`src/rtl/bpred_update_sched.sv`:
```
// Branch-predictor update scheduler: queues resolved-branch updates, applies
// 2-bit saturating-counter arithmetic, and arbitrates the table write port with fetch.
`timescale 1ns/1ps

module bpred_update_sched #(
    parameter int IDX_W     = 8,
    parameter int DEPTH     = 4,
    parameter int BIMODAL_W = 12
) (
    input  logic                      clk,
    input  logic                      reset,
    input  logic                      execute_bpredictor_update,
    input  logic [31:0]               execute_bpredictor_PC4,
    input  logic [31:0]               execute_bpredictor_target,
    input  logic                      execute_bpredictor_dir,
    input  logic                      execute_bpredictor_miss,
    input  logic [BIMODAL_W-1:0]      execute_bpredictor_bimodal,
    input  logic                      fetch_lookup_req,
    output logic                      sched_fetch_stall,
    output logic                      sched_busy,
    output logic                      sched_tbl_wren,
    output logic                      sched_btb_wren,
    output logic [IDX_W-1:0]          sched_tbl_addr,
    output logic [BIMODAL_W-1:0]      sched_bimodal_w,
    output logic [29:0]               sched_btb_w,
    output logic [$clog2(DEPTH):0]    sched_count,
    output logic                      sched_overflow
);

    localparam int PTR_W = $clog2(DEPTH);
    localparam int CNT_W = PTR_W + 1;
    localparam logic [IDX_W-1:0] LAST_IDX = {IDX_W{1'b1}};
    localparam logic [CNT_W-1:0] FULL_CNT = CNT_W'(DEPTH);

    typedef enum logic {
        ST_INIT = 1'b0,
        ST_RUN  = 1'b1
    } state_t;

    typedef struct packed {
        logic [31:0]          pc4;
        logic [31:0]          target;
        logic                 dir;
        logic                 miss;
        logic [BIMODAL_W-1:0] bimodal;
    } entry_t;

    state_t               state_q;
    logic [IDX_W-1:0]     idx_q;
    logic [PTR_W-1:0]     rd_ptr_q, rd_ptr_d;
    logic [PTR_W-1:0]     wr_ptr_q, wr_ptr_d;
    logic [CNT_W-1:0]     count_q, count_d;
    logic                 overflow_q;
    logic                 busy_q;
    logic                 wren_q;
    logic                 btb_wren_q;
    logic [IDX_W-1:0]     addr_q;
    logic [BIMODAL_W-1:0] bim_q;
    logic [29:0]          btb_q;

    entry_t               fifo_q [DEPTH];
    entry_t               push_entry;
    entry_t               head;

    logic                 full;
    logic                 pop;
    logic                 push;
    logic                 drop;
    logic [31:0]          head_pc;
    logic [IDX_W-1:0]     head_idx;
    logic [1:0]           ctr;
    logic [1:0]           ctr_new;
    logic [BIMODAL_W-1:0] init_pattern;
    logic                 unused_bits;

    // Every 2-bit counter field starts weakly not-taken (01).
    genvar gi;
    generate
        for (gi = 0; gi < BIMODAL_W; gi++) begin : g_init
            assign init_pattern[gi] = ((gi % 2) == 0) ? 1'b1 : 1'b0;
        end
    endgenerate

    assign push_entry = '{
        pc4:     execute_bpredictor_PC4,
        target:  execute_bpredictor_target,
        dir:     execute_bpredictor_dir,
        miss:    execute_bpredictor_miss,
        bimodal: execute_bpredictor_bimodal
    };

    // Fetch owns the port unless the queue is full; a full queue forces a drain.
    assign full = (count_q == FULL_CNT);
    assign pop  = (state_q == ST_RUN) && (count_q != '0) && (!fetch_lookup_req || full);
    assign push = execute_bpredictor_update && (!full || pop);
    assign drop = execute_bpredictor_update && full && !pop;

    assign head     = fifo_q[rd_ptr_q];
    assign head_pc  = head.pc4 - 32'd4;
    assign head_idx = head_pc[IDX_W+1:2];
    assign ctr      = head.bimodal[1:0];

    always_comb begin
        ctr_new = ctr;
        if (head.dir) begin
            if (ctr != 2'b11) ctr_new = ctr + 2'b01;
        end else begin
            if (ctr != 2'b00) ctr_new = ctr - 2'b01;
        end
    end

    always_comb begin
        count_d  = count_q;
        rd_ptr_d = rd_ptr_q;
        wr_ptr_d = wr_ptr_q;
        case ({push, pop})
            2'b10:   count_d = count_q + 1'b1;
            2'b01:   count_d = count_q - 1'b1;
            default: count_d = count_q;
        endcase
        if (pop)  rd_ptr_d = rd_ptr_q + 1'b1;
        if (push) wr_ptr_d = wr_ptr_q + 1'b1;
    end

    always_ff @(posedge clk) begin
        if (push) begin
            fifo_q[wr_ptr_q] <= push_entry;
        end
    end

    always_ff @(posedge clk) begin
        if (!reset) begin
            state_q    <= ST_INIT;
            idx_q      <= '0;
            rd_ptr_q   <= '0;
            wr_ptr_q   <= '0;
            count_q    <= '0;
            overflow_q <= 1'b0;
            busy_q     <= 1'b1;
            wren_q     <= 1'b0;
            btb_wren_q <= 1'b0;
            addr_q     <= '0;
            bim_q      <= '0;
            btb_q      <= '0;
        end else begin
            rd_ptr_q <= rd_ptr_d;
            wr_ptr_q <= wr_ptr_d;
            count_q  <= count_d;
            if (drop) overflow_q <= 1'b1;
            // Busy lags the state by one cycle so it drops after the last sweep write is visible.
            busy_q <= (state_q == ST_INIT);
            case (state_q)
                ST_INIT: begin
                    wren_q     <= 1'b1;
                    btb_wren_q <= 1'b1;
                    addr_q     <= idx_q;
                    bim_q      <= init_pattern;
                    btb_q      <= '0;
                    idx_q      <= idx_q + 1'b1;
                    if (idx_q == LAST_IDX) state_q <= ST_RUN;
                end
                ST_RUN: begin
                    wren_q     <= pop;
                    btb_wren_q <= pop && head.dir;
                    if (pop) begin
                        addr_q <= head_idx;
                        bim_q  <= {head.bimodal[BIMODAL_W-1:2], ctr_new};
                        btb_q  <= head.target[31:2];
                    end
                end
                default: state_q <= ST_INIT;
            endcase
        end
    end

    assign sched_fetch_stall = busy_q || ((state_q == ST_RUN) && fetch_lookup_req && full);
    assign sched_busy        = busy_q;
    assign sched_tbl_wren    = wren_q;
    assign sched_btb_wren    = btb_wren_q;
    assign sched_tbl_addr    = addr_q;
    assign sched_bimodal_w   = bim_q;
    assign sched_btb_w       = btb_q;
    assign sched_count       = count_q;
    assign sched_overflow    = overflow_q;

    // Address bits outside the index and the stored mispredict flag are carried but not consumed.
    assign unused_bits = ^{head_pc[31:IDX_W+2], head_pc[1:0], head.miss, head.target[1:0]};

endmodule

```
`config.mk`:
```
export PLATFORM = sky130hd
export DESIGN_NAME = bpred_update_sched
export DESIGN_NICKNAME = d
export VERILOG_FILES = /design/src/rtl/bpred_update_sched.sv
export SDC_FILE = /design/constraint.sdc
export NUM_CORES = 1
export LEC_CHECK = 0
export CORE_MARGIN = 8
export CORE_UTILIZATION = 45
export DETAILED_ROUTE_END_ITERATION = 12
export GPL_ROUTABILITY_DRIVEN = 0
export GPL_TIMING_DRIVEN = 0
export PLACE_DENSITY = 0.68
export SLEW_MARGIN = 20
export SYNTH_ARGS = -nofsm -noshare
export SYNTH_HDL_FRONTEND = slang
export SYNTH_SLANG_ARGS = --single-unit
export TNS_END_PERCENT = 100
```
`constraint.sdc`:
```
create_clock -name clk -period 6.1 [get_ports clk]
set_input_delay 0.61 -clock clk [delete_from_list [all_inputs] [get_ports clk]]
set_output_delay 0.61 -clock clk [all_outputs]
set_load 0.05 [all_outputs]
```
==> impl_results.md, run 1 <==
* Status: completed
* Seq/Total Area, Yosys at 74.0%
* Worst EP required at 5.49 ns
* Number of global-route vias before repair at 6088
* Internal power contribution at 3230 uW
* CTS Buf Count at 28
* Reg clk slew, reported paths at 0.06 ns
* Final Skew at 0.0110 ns
* GRT overflow at 0
* Sinks on Clock Net at 276
* Diodes inserted at 0
* Reg2reg end: sched_btb_w[23]
* Clk Latency, worst-skew pair at 0.53 ns
* Post-Route Setup TNS at 0 ns
* Relative slew margins at 23.6%
* Max incr delay on CP at 0.80 ns
* Via Count at 5610
* Clk pwr share at 41.4%
* Arrival time worst endpoint at 2.91 ns
* Post-synth cell types at 38
* Multi-input gate area at 2490 um2
* Hold WC Path Type: flip-flop to flip-flop
* Htree depth at 1
* Max Root-Sink Buffers at 3
* Setup WS post-layout at 2.58 ns
* Register area at 7570 um2
* Switching Power at 882 uW
* IO Port Bufs at 112
* Die width at 167 um
* PD cells at 323 nW/um2
* Final Util at 56.5%
* Design Area, Final at 12700 um2
* WHS at 0.456 ns
* Synth warnings at 0
* Average wire per standard cell at 20.1 um
* Rows at 55
* Nets at 855
* Remaining antenna violation count at 0
* Most frequent cells in the layout: edfxtp_1 (204), clkdlybuf4s50_1 (112), nand2_1 (93)
* Total wire length at 21500 um
* RSZ-0062 raised after global routing: no
* Starting Density at 45.4%
* Crit path max fanout at 10
* Critical path buffer and inverter count at 3
* Number of flops mapped to enable cells by yosys at 204
* Tmin final at 3.52 ns
* Worst slew pin tran at 1.14 ns
* CTS Hold Bufs at 0
* Slowest-stage cell, CP: clkdlybuf4s50_1
* Final number of setup-violating endpoints at 0
* Clk root buf: clkbuf_16
* Startpoint Class: flip-flop
* Cell family with most CP delay: buffers and inverters
* Net Sw Frac at 21.5%
* Crit end category: primary output
* Layout cells sized above 1 at 14.0%
* Max-slew violation count at 0
* CTS-repair resized insts at 0
* Post-placement cell area at 11800 um2
* Dominant synthesized flop cell: edfxtp_1
* Synth-to-Final Area Change at 24.4%
* I/O Pins at 140
* Max-cap violations at 0
* Peak supply drop at 0.000206 V
* CTS tree: done
* Worst path cell trace: clkbuf_1, buf_1, a41o_1, clkdlybuf4s50_1
* First-pass GRT wire length at 34100 um
* Combinational share of power at 7.0%
* Tot GR Track Use at 15.5%
* Hold EP: sched_btb_w[27]
* Die area at 27800 um2
* Avg Cell Area, Syn at 16.5 um2
* Initial antenna violation count at 0
* Die height at 167 um
* HP Start: sched_btb_w[27]
* Worst Reg2Reg Path Length in Cells at 5
* Fmax at 0.284 GHz
* Initial DRC count at 372
* Critical path type: flip-flop to primary output
* Mapped cell area at 10200 um2
* Postcts setup bufs at 0
* Flop pwr share at 51.6%
* Drt first pass iters at 5
* Async S/R FF share, synth at 0%
* FF-to-FF setup slack at 3.35 ns
* Gate Count Post-Synth at 619
* Commonest non-fill, non-tap cell in the layout: edfxtp_1
* Syn nets at 709
* Core area at 22500 um2
* Leak at 0.00411 uW
* Fill cell count at 1723
* Tcrit/Tclk final at 57.6%
* DRC violations left at 0
* #FFs+latches synth at 276
* Hold path cells at 2
* Largest net degree at the start of global routing at 34
* Drt via density at 5.23
* Dpl ws at 3.05 ns
* Detailed Place HPWL at 14100 um
* Final Hold Vio Count at 0
* FF-to-FF Start: sched_count[0]
[metrics by stage]
stage | cells | power, uW
floorplan | 619 | 2320
global placement | 1016 | 2440
detailed placement | 1020 | 2450
CTS | 1072 | 4150
global route | 1072 | 4250
finish | 1072 | 4110
[per-layer routing]
metal | GRT usage [%] | vias to the layer above | share of wire, %
li1 | - | 2625 | -
met1 | 19.1 | 2792 | 42
met2 | 26.9 | 160 | 50
met3 | 3.36 | 33 | 5.7
met4 | 4.70 | 0 | 2.1
met5 | 0 | - | 0
[tightest hold or removal path: cells and delay by family, from the launching register on]
kind | cells | cell delay, ns
AO/OA/AOI/OAI | 1 | 0.05
AND/OR/NAND/NOR | 1 | 0.05
flip-flops | 1 | 0.31
[power groups by stage]
| stage | logic (uW) | clock network [uW] | registers, uW |
|---|---|---|---|
| floorplan | 139 | 0 | 2180 |
| global placement | 274 | 0 | 2160 |
| detailed placement | 292 | 0 | 2160 |
| CTS | 293 | 1730 | 2120 |
| global route | 315 | 1810 | 2130 |
| finish | 287 | 1700 | 2120 |
[synthesized netlist by cell type, types with 4 or more instances]
cell / n / area share [%]
xnor2_1: 6 / 0.51
nor2b_1: 7 / 0.43
clkbuf_1: 16 / 0.59
and2_1: 4 / 0.24
edfxtp_1: 204 / 60
or3_1: 4 / 0.24
nor3_1: 5 / 0.24
a31oi_1: 11 / 0.67
buf_1: 9 / 0.33
inv_1: 12 / 0.44
xor2_1: 9 / 0.77
dfxtp_1: 72 / 14
o21ai_0: 6 / 0.29
nor2_1: 23 / 0.84
nand3_1: 4 / 0.20
mux4_2: 50 / 11
ha_1: 7 / 0.86
a21oi_1: 50 / 2.4
nand2_1: 93 / 3.4
buf_2: 5 / 0.24
[final cells by class]
cell class,instances,share of cell area (%)
Inverter,12,0.354
Sequential cell,276,59.5
Timing Repair Buffer,116,9.44
Clock inverter,15,1.20
Tap cell,285,2.80
Multi-Input combinational cell,300,19.6
Buffer,31,1.02
Clock buffer,37,6.10
[worst max path at each step]
| stage | startpoint | to | slack (ns) | cells past startpoint |
|---|---|---|---|---|
| 3_3_place_gp | execute_bpredictor_update | fifo_q[0][30] | 2.02 | 3 |
| 5_1_grt | state_q | sched_fetch_stall | 2.45 | 4 |
| 6_report | state_q | sched_fetch_stall | 2.58 | 4 |
| 4_1_cts | state_q | sched_fetch_stall | 2.57 | 4 |
| 3_5_place_dp | fetch_lookup_req | sched_count[2] | 3.05 | 10 |
| 2_1_floorplan | sched_count[0] | fifo_q[0][0] | 3.25 | 5 |
[flip-flops by register name (all words and copies together) (netlist names), named ones only]
name             count
sched_busy           1
sched_tbl_addr       8
sched_btb_wren       1
state_q              1
wr_ptr_q             2
rd_ptr_q             2
sched_btb_w         30
idx_q                8
fifo_q             204
sched_count          3
sched_tbl_wren       1
sched_bimodal_w     12
sched_overflow       1
[kinds of logic after synthesis]
family | count (synthesis) | share of synthesized area (%)
flip-flops | 276 | 74.0
AND/OR/NAND/NOR | 145 | 6.01
AO/OA/AOI/OAI | 77 | 4.28
multiplexers | 54 | 11.6
buffers and inverters | 43 | 1.71
XOR/XNOR | 15 | 1.28
adder cells (fa/ha/maj) | 9 | 1.15
No activity file was read; power rests on OpenSTA's default activity.
==> inputs of run 2 (changes only) <==
Clock period 6.1 ns to 3.4 ns, I/O delays scaled along.
==> results of run 2 <==
The final DEF is identical to that of run 1. Status: completed.
Main changes from that run: setup slack after placement 3.05 ns -> 0.617 ns; setup slack after layout 2.58 ns -> 0.155 ns; hold slack 0.456 ns -> 0.447 ns; register-to-register setup slack 3.35 ns -> 0.65 ns; end point of the worst hold path sched_btb_w[27] -> fifo_q[3][33]; total power 4110 uW -> 7370 uW; worst IR drop on VDD 0.000206 V -> 0.000369 V
